==> config.mk <==
export PLATFORM = sky130hd
export DESIGN_NAME = octave_scheduler
export DESIGN_NICKNAME = d
export VERILOG_FILES = /design/src/rtl/octave_scheduler.sv
export SDC_FILE = /design/constraint.sdc
export NUM_CORES = 1
export LEC_CHECK = 0
export CAP_MARGIN = 10
export CORE_ASPECT_RATIO = 1.25
export CORE_MARGIN = 1
export CORE_UTILIZATION = 30
export CTS_CLUSTER_DIAMETER = 200
export DETAILED_ROUTE_END_ITERATION = 8
export PLACE_DENSITY = 0.59
export SETUP_SLACK_MARGIN = 0.02
export SYNTH_ARGS = -nofsm -noshare
export SYNTH_HDL_FRONTEND = slang
export SYNTH_SLANG_ARGS = --single-unit
==> constraint.sdc <==
create_clock -name clk -period 7.3 [get_ports clk]
set_input_delay 0.73 -clock clk [delete_from_list [all_inputs] [get_ports clk]]
set_output_delay 0.73 -clock clk [all_outputs]
set_load 0.02 [all_outputs]
==> src/rtl/octave_scheduler.sv <==
// octave_scheduler: walks the image buffer octave by octave and feeds every
// pixel through the shared downsampler. After each octave it waits for the
// downsampler FIFO to empty, halves the dimensions and continues, until the
// requested octave count or the minimum image size is reached.
module octave_scheduler #(
    parameter int IMG_W   = 1600,
    parameter int IMG_H   = 1200,
    parameter int NUM_OCT = 4,
    parameter int ADDR_W  = 21
) (
    input  logic              clk,
    input  logic              rst,
    input  logic              start,
    input  logic [2:0]        cfg_octaves,
    output logic              busy,
    output logic              done,
    output logic [2:0]        octave,
    output logic [10:0]       oct_w,
    output logic [10:0]       oct_h,
    output logic              mem_rd_req,
    output logic [ADDR_W-1:0] mem_rd_addr,
    input  logic              mem_rd_ack,
    input  logic [7:0]        mem_rd_data,
    output logic [7:0]        ds_din,
    output logic              ds_valid,
    input  logic              ds_ready,
    input  logic              ds_empty
);

    localparam logic [2:0] S_IDLE  = 3'd0;
    localparam logic [2:0] S_REQ   = 3'd1;
    localparam logic [2:0] S_PUSH  = 3'd2;
    localparam logic [2:0] S_DRAIN = 3'd3;
    localparam logic [2:0] S_NEXT  = 3'd4;
    localparam logic [2:0] S_DONE  = 3'd5;

    localparam logic [10:0] IMG_W_C   = 11'(IMG_W);
    localparam logic [10:0] IMG_H_C   = 11'(IMG_H);
    localparam logic [2:0]  NUM_OCT_C = 3'(NUM_OCT);

    logic [2:0]        state_q,  state_d;
    logic [2:0]        n_oct_q,  n_oct_d;
    logic [2:0]        octave_q, octave_d;
    logic [10:0]       oct_w_q,  oct_w_d;
    logic [10:0]       oct_h_q,  oct_h_d;
    logic [10:0]       col_q,    col_d;
    logic [10:0]       row_q,    row_d;
    logic [ADDR_W-1:0] addr_q,   addr_d;
    logic [7:0]        din_q,    din_d;
    logic              req_q,    req_d;
    logic              valid_q,  valid_d;
    logic              busy_q,   busy_d;
    logic              done_q,   done_d;

    logic        last_col;
    logic        last_row;
    logic [2:0]  octave_inc;
    logic [10:0] half_w;
    logic [10:0] half_h;

    assign last_col   = (col_q == oct_w_q - 11'd1);
    assign last_row   = (row_q == oct_h_q - 11'd1);
    assign octave_inc = octave_q + 3'd1;
    assign half_w     = oct_w_q >> 1;
    assign half_h     = oct_h_q >> 1;

    // Next-state logic; req/valid/done are recomputed every cycle so they are
    // high only in the state that owns them, which keeps req and valid exclusive.
    always_comb begin
        state_d  = state_q;
        n_oct_d  = n_oct_q;
        octave_d = octave_q;
        oct_w_d  = oct_w_q;
        oct_h_d  = oct_h_q;
        col_d    = col_q;
        row_d    = row_q;
        addr_d   = addr_q;
        din_d    = din_q;
        busy_d   = busy_q;
        req_d    = 1'b0;
        valid_d  = 1'b0;
        done_d   = 1'b0;
        case (state_q)
            S_IDLE: begin
                if (start) begin
                    if (cfg_octaves == 3'd0)
                        n_oct_d = 3'd1;
                    else if (cfg_octaves > NUM_OCT_C)
                        n_oct_d = NUM_OCT_C;
                    else
                        n_oct_d = cfg_octaves;
                    octave_d = 3'd0;
                    oct_w_d  = IMG_W_C;
                    oct_h_d  = IMG_H_C;
                    addr_d   = '0;
                    col_d    = 11'd0;
                    row_d    = 11'd0;
                    busy_d   = 1'b1;
                    req_d    = 1'b1;
                    state_d  = S_REQ;
                end
            end
            S_REQ: begin
                if (mem_rd_ack) begin
                    din_d   = mem_rd_data;
                    valid_d = 1'b1;
                    state_d = S_PUSH;
                end else begin
                    req_d = 1'b1;
                end
            end
            S_PUSH: begin
                if (ds_ready) begin
                    if (last_col && last_row) begin
                        state_d = S_DRAIN;
                    end else begin
                        addr_d  = addr_q + 1'b1;
                        req_d   = 1'b1;
                        state_d = S_REQ;
                        if (last_col) begin
                            col_d = 11'd0;
                            row_d = row_q + 11'd1;
                        end else begin
                            col_d = col_q + 11'd1;
                        end
                    end
                end else begin
                    valid_d = 1'b1;
                end
            end
            S_DRAIN: begin
                // The step past the last pixel makes the next octave's base
                // contiguous with the image just read.
                if (ds_empty) begin
                    addr_d  = addr_q + 1'b1;
                    state_d = S_NEXT;
                end
            end
            S_NEXT: begin
                octave_d = octave_inc;
                oct_w_d  = half_w;
                oct_h_d  = half_h;
                col_d    = 11'd0;
                row_d    = 11'd0;
                if ((octave_inc == n_oct_q) || (half_w < 11'd2) || (half_h < 11'd2)) begin
                    done_d  = 1'b1;
                    state_d = S_DONE;
                end else begin
                    req_d   = 1'b1;
                    state_d = S_REQ;
                end
            end
            S_DONE: begin
                busy_d  = 1'b0;
                state_d = S_IDLE;
            end
            default: begin
                busy_d  = 1'b0;
                state_d = S_IDLE;
            end
        endcase
    end

    // State and output registers; reset aborts any pass without a done pulse.
    always_ff @(posedge clk or negedge rst) begin
        if (!rst) begin
            state_q  <= S_IDLE;
            n_oct_q  <= 3'd1;
            octave_q <= 3'd0;
            oct_w_q  <= IMG_W_C;
            oct_h_q  <= IMG_H_C;
            col_q    <= 11'd0;
            row_q    <= 11'd0;
            addr_q   <= '0;
            din_q    <= 8'd0;
            req_q    <= 1'b0;
            valid_q  <= 1'b0;
            busy_q   <= 1'b0;
            done_q   <= 1'b0;
        end else begin
            state_q  <= state_d;
            n_oct_q  <= n_oct_d;
            octave_q <= octave_d;
            oct_w_q  <= oct_w_d;
            oct_h_q  <= oct_h_d;
            col_q    <= col_d;
            row_q    <= row_d;
            addr_q   <= addr_d;
            din_q    <= din_d;
            req_q    <= req_d;
            valid_q  <= valid_d;
            busy_q   <= busy_d;
            done_q   <= done_d;
        end
    end

    assign busy        = busy_q;
    assign done        = done_q;
    assign octave      = octave_q;
    assign oct_w       = oct_w_q;
    assign oct_h       = oct_h_q;
    assign mem_rd_req  = req_q;
    assign mem_rd_addr = addr_q;
    assign ds_din      = din_q;
    assign ds_valid    = valid_q;

endmodule

Word-level counts from Yosys, hierarchy flattened
Index checks and enable logic that the tools add are counted.
{ "classes": {"n_addsub": 6, "order_cmp": 3, "n_eq_ne": 13, "muxes": 42, "n_bitwise": 1, "reduce_logical": 17} }
{ "op_table": {"columns": ["operator", "n"], "rows": [
  ["11-bit 2-to-1 mux", 9],
  ["21-bit 2-to-1 mux", 4],
  ["11-bit case mux with 3 select lines", 2],
  ["21-bit case mux with 3 select lines", 1],
  ["11-bit case mux with 2 select lines", 2],
  ["3-bit 2-to-1 mux", 8],
  ["11-bit by 1-bit adder with 11-bit output, second input constant", 2],
  ["11-bit equality test", 2],
  ["11-bit by 1-bit subtractor with 11-bit output, second input constant", 2],
  ["21-bit by 1-bit adder with 21-bit output, second input constant", 1],
  ["10-bit by 2-bit less-than comparator with 1-bit output, second input constant", 2],
  ["3-bit case mux with 5 select lines", 1],
  ["2-bit inequality test, second input constant", 6],
  ["1-bit 2-to-1 mux", 10],
  ["5-bit AND reduction", 2],
  ["2-bit AND reduction", 4],
  ["4-bit AND reduction", 2],
  ["3-bit by 2-bit equality test with 1-bit output, second input constant", 2],
  ["3-bit zero test", 2],
  ["3-bit case mux with 2 select lines", 1],
  ["3-bit nonzero test", 2],
  ["1-bit case mux with 2 select lines", 2],
  ["1-bit case mux with 4 select lines", 1],
  ["4-bit OR reduction", 1],
  ["10 further kinds", 11]
]} }
{ "word_totals": {"ff_bits": 86, "out_inout_bits": 58} }

Depth between registers and ports, before layout
{ "depth": {"depth_word": 6, "ltp_mapped": 13} }

Least setup slack after synthesis
No wires, ideal clock.
{ "synth_timing": {"path_kind": "register to register", "startpoint": "register oct_w_q[0], in the netlist oct_w[0]", "endpoint": "register addr_q[7], in the netlist mem_rd_addr[7]", "setup_ps": 137, "arrival_ps": 2825, "required_time_ps": 7163, "slack_ps": 4338, "stages_incl_launch_ff": 13, "period_less_slack_ps": 2962, "path_cell_list": "dfrtp_1 clkbuf_1 inv_1 ha_1 or3_1 a31oi_1 o211ai_1 or4_1 buf_6 nand4_4 buf_12 xor2_2 nor2_1"} }
{ "synth_via": {"elab_chain_cells": 5} }
{ "synth_rtl": {"columns": ["element", "line", "text"], "rows": [
  ["from (decl)", "44", "logic [10:0] oct_w_q, oct_w_d;"],
  ["from (signal assigned)", "184", "oct_w_q <= oct_w_d;"],
  ["11-bit by 1-bit subtractor with 11-bit output", "61", "assign last_col = (col_q == oct_w_q - 11'd1);"],
  ["11-bit equality test", "61", null],
  ["1-bit logical AND", "114", "if (last_col && last_row) begin"],
  ["2-bit inequality test (no line)", null, null],
  ["5-bit AND reduction (no line)", null, null],
  ["to (signal assigned)", "188", "addr_q <= addr_d;"],
  ["to (decl)", "48", "logic [ADDR_W-1:0] addr_q, addr_d;"]
]} }
No other way between the ends.
A chain may end at the register's enable or synchronous reset.

Worst setup path after layout
{ "layout_timing": {"startpoint": "register oct_w_q[0], in the netlist oct_w[0]", "endpoint": "register row_q[0]"} }
{ "layout_via": {"elab_chain_cells": 5, "elab_cells_between_ends": 6, "classes_between": "1 x add/sub; 3 x eq/ne; 2 x reduce/logical"} }
{ "layout_rtl": {"columns": ["element", "line", "text"], "rows": [
  ["11-bit by 1-bit subtractor with 11-bit output (*)", "61", null],
  ["11-bit equality test (*)", "61", null],
  ["1-bit logical AND", "114", null],
  ["2-bit inequality test (no line)", null, null],
  ["5-bit AND reduction (no line) (*)", null, null],
  ["to (signal assigned)", "187", "row_q <= row_d;"],
  ["to (decl)", "47", "logic [10:0] row_q, row_d;"]
]} }
Every way passes the cells marked *; elsewhere a longest branch is shown, timed or not.

==> reports/metrics.cfg <==
[run_status]
status = completed

[setup_path]
end_kind = flip-flop
endpoint = row_q[0]$_DFFE_PN0P_
crit_fanout = 12
r2r_start = oct_w[0]$_DFFE_PN0P_
r2r_cells = 9
crit_path_start = oct_w[0]$_DFFE_PN0P_
start_kind = flip-flop
regToRegSetupSlack_ns = 3.67
r2r_end = row_q[0]$_DFFE_PN0P_
worstPathArrival_ns = 3.86
critPathRequiredTime_ns = 7.53
critical_path_class = flip-flop to flip-flop

[clocking]
clkSinkCount = 85
h-tree-depth = 3
post_cts_buffers = 0
clock_path_buffers = 2
path_clk_slew_ns = 0.06
cts_root_buffer = clkbuf_16
cts_tree = done
cts_made_buffers = 9
post_cts_resize_count = 0
clock_latency_ns = 0.34
hold_buffers = 0

[logic_synthesis]
yosys_warnings = 0
synth-seq-cells = 85
async_flop_share_pct = 100
ys_seq_area_share_pct = 43.1
synthDominantCellAreaShare_pct = 39.4
syn-num-nets = 551
synth.most_common_cell = dfrtp_1
ys_top_cells_by_count = dfrtp_1 (78), nand2_1 (58), a21oi_1 (29), nor2_1 (29), o21ai_0 (27)
yosys.area.top_type = dfrtp_1
ys_types = 60
synth.avg_cell_area_um2 = 9.38
synth_ff_type = dfrtp_1
netlist_instances = 528
synth_edf_count = 0
syn-cell-area_um2 = 4950
ys_top_cells_by_area = dfrtp_1 (39%), nand2_1 (4.4%), dfstp_2 (3.7%), xnor2_1 (3.7%), a21oi_1 (2.9%)

[power]
p_leak_nw = 2.46
ir_worst_vdd_v = 0.000123
powerDensity_nw_per_um2 = 310
total_power_mw = 1.91

[detailed_routing]
dr.pass1.iters = 4
viasPerCell = 5.23
wl_um = 12900
drc = 0
antenna_left = 0
dr_total_vias = 4239
first_iter_violations = 226
post_drt_wl_per_cell_um = 15.9

[timing]
fin_tns_setup_ns = 0
max_freq_mhz = 275
slew_violations = 0
maxSlewHeadroom_pct = 27.3
rsz0062_at_grt = false
skew_ns = 0.00753
period_minus_slack_ns = 3.63
worst_slew_pin_slew_ns = 1.09
period_share_pct = 49.8
hold_viol = 0
setup_viol = 0

[floorplan]
die_area_um2 = 17000
ioPinCount = 75
core.rowCount = 52
dieHeight_um = 146
core_area_um2 = 16100
initial_core_util_pct = 30.7
dieWidth_um = 117

[global_routing]
overflow = 0
grt_pass1_wl_um = 21700
grt_max_degree = 78
grt_use_total_pct = 16.3
first_global_vias = 4260
antenna_found_initial = 0

[placed_design]
place.gp.congestion = 0.867
portBuffers = 74
place_hpwl_um = 9240

[finish]
fillers = 1656
antenna_cells = 0
layout-drive-gt1-share_pct = 11.1
nets = 613
synthToLayoutAreaGrowth_pct = 24.4

[job]
drv_cap = 0

[min_path]
min_path_type = input pin to asynchronous set/reset pin

## area by class of cell
type | count | area (um2) | share of cell area (%)
multi-input cells | 398 | 2590 | 42.0
repair buffers | 79 | 776 | 12.6
inverters | 17 | 63.8 | 1.04
well taps | 216 | 270 | 4.39
clock inverters | 5 | 82.6 | 1.34
clock buffers | 11 | 243 | 3.94
flip-flops and latches | 85 | 2140 | 34.7
## how the worst min path moves through the flow
stage	from	to	cells after the start
2_1_floorplan	rst	busy$_DFFE_PN0P_	0
3_3_place_gp	n_oct_q[0]$_DFFE_PN1P_	n_oct_q[0]$_DFFE_PN1P_	2
3_5_place_dp	n_oct_q[0]$_DFFE_PN1P_	n_oct_q[0]$_DFFE_PN1P_	2
4_1_cts	rst	ds_din[1]$_DFFE_PN0P_	1
5_1_grt	rst	ds_din[2]$_DFFE_PN0P_	1
6_report	rst	ds_din[1]$_DFFE_PN0P_	1
## flip-flops by register name, indices dropped and copies added (netlist names), 3 cells and up
register,flops
mem_rd_addr,21
col_q,11
oct_w,11
row_q,11
oct_h,10
ds_din,8
n_oct_q,3
octave,3
state_q,3
## metrics by stage
stage / setup slack (ns) / instances / util (%) / area, um2 / hold slack (ns)
after global placement: 3.86 / 795 / 36.2 / 5830 / 0.470
after global routing: 3.38 / 811 / 38.2 / 6160 / 0.208
after detailed placement: 3.72 / 795 / 36.2 / 5830 / 0.476
after floorplan: 4.34 / 528 / - / 4950 / 0.434
after CTS: 3.70 / 811 / 38.2 / 6160 / 0.194
final: 3.67 / 811 / 38.2 / 6160 / 0.204
## worst max-delay path, stage by stage, from the launching register on
cell and delay, ns:
dfrtp_1 0.51, inv_1 0.10, ha_1 0.30, or3_1 0.39, a31oi_1 0.24, nand3_1 0.13, a2111oi_2 0.57, nand2b_1 0.43
and2_1 0.45, mux2_2 0.39
## placed cells by master (no fill, tap or decap), types with 17 or more instances in the layout
cell type,n
inv_1,17
nand3_1,19
a21oi_1,29
or3_1,21
o21ai_0,27
xnor2_1,21
nand2_1,58
dfrtp_1,78
nor2_1,29
clkdlybuf4s50_1,73
## kinds of logic after synthesis
group | count (synthesis) | synth area share [%]
fa+ha+maj | 6 | 1.52
mux | 10 | 2.27
simple gates | 221 | 24.9
compound gates | 123 | 16.4
buf+inv | 45 | 4.62
xor+xnor | 38 | 7.18
flops | 85 | 43.1
## power breakdown
group	total [mW]	internal (mW)	switching, mW
clock network	0.507	0.311	0.196
logic	0.708	0.304	0.404
registers	0.692	0.570	0.121
total	1.91	1.18	0.722
## routing by layer
layer,vias up,global-route usage (%),share of wire [%]
met5,-,0,0
met4,0,7.15,2.0
met3,18,3.46,4.4
met2,97,27.0,49
met1,2097,20.2,45
li1,2027,-,-
(Power assumes the default switching activity.)
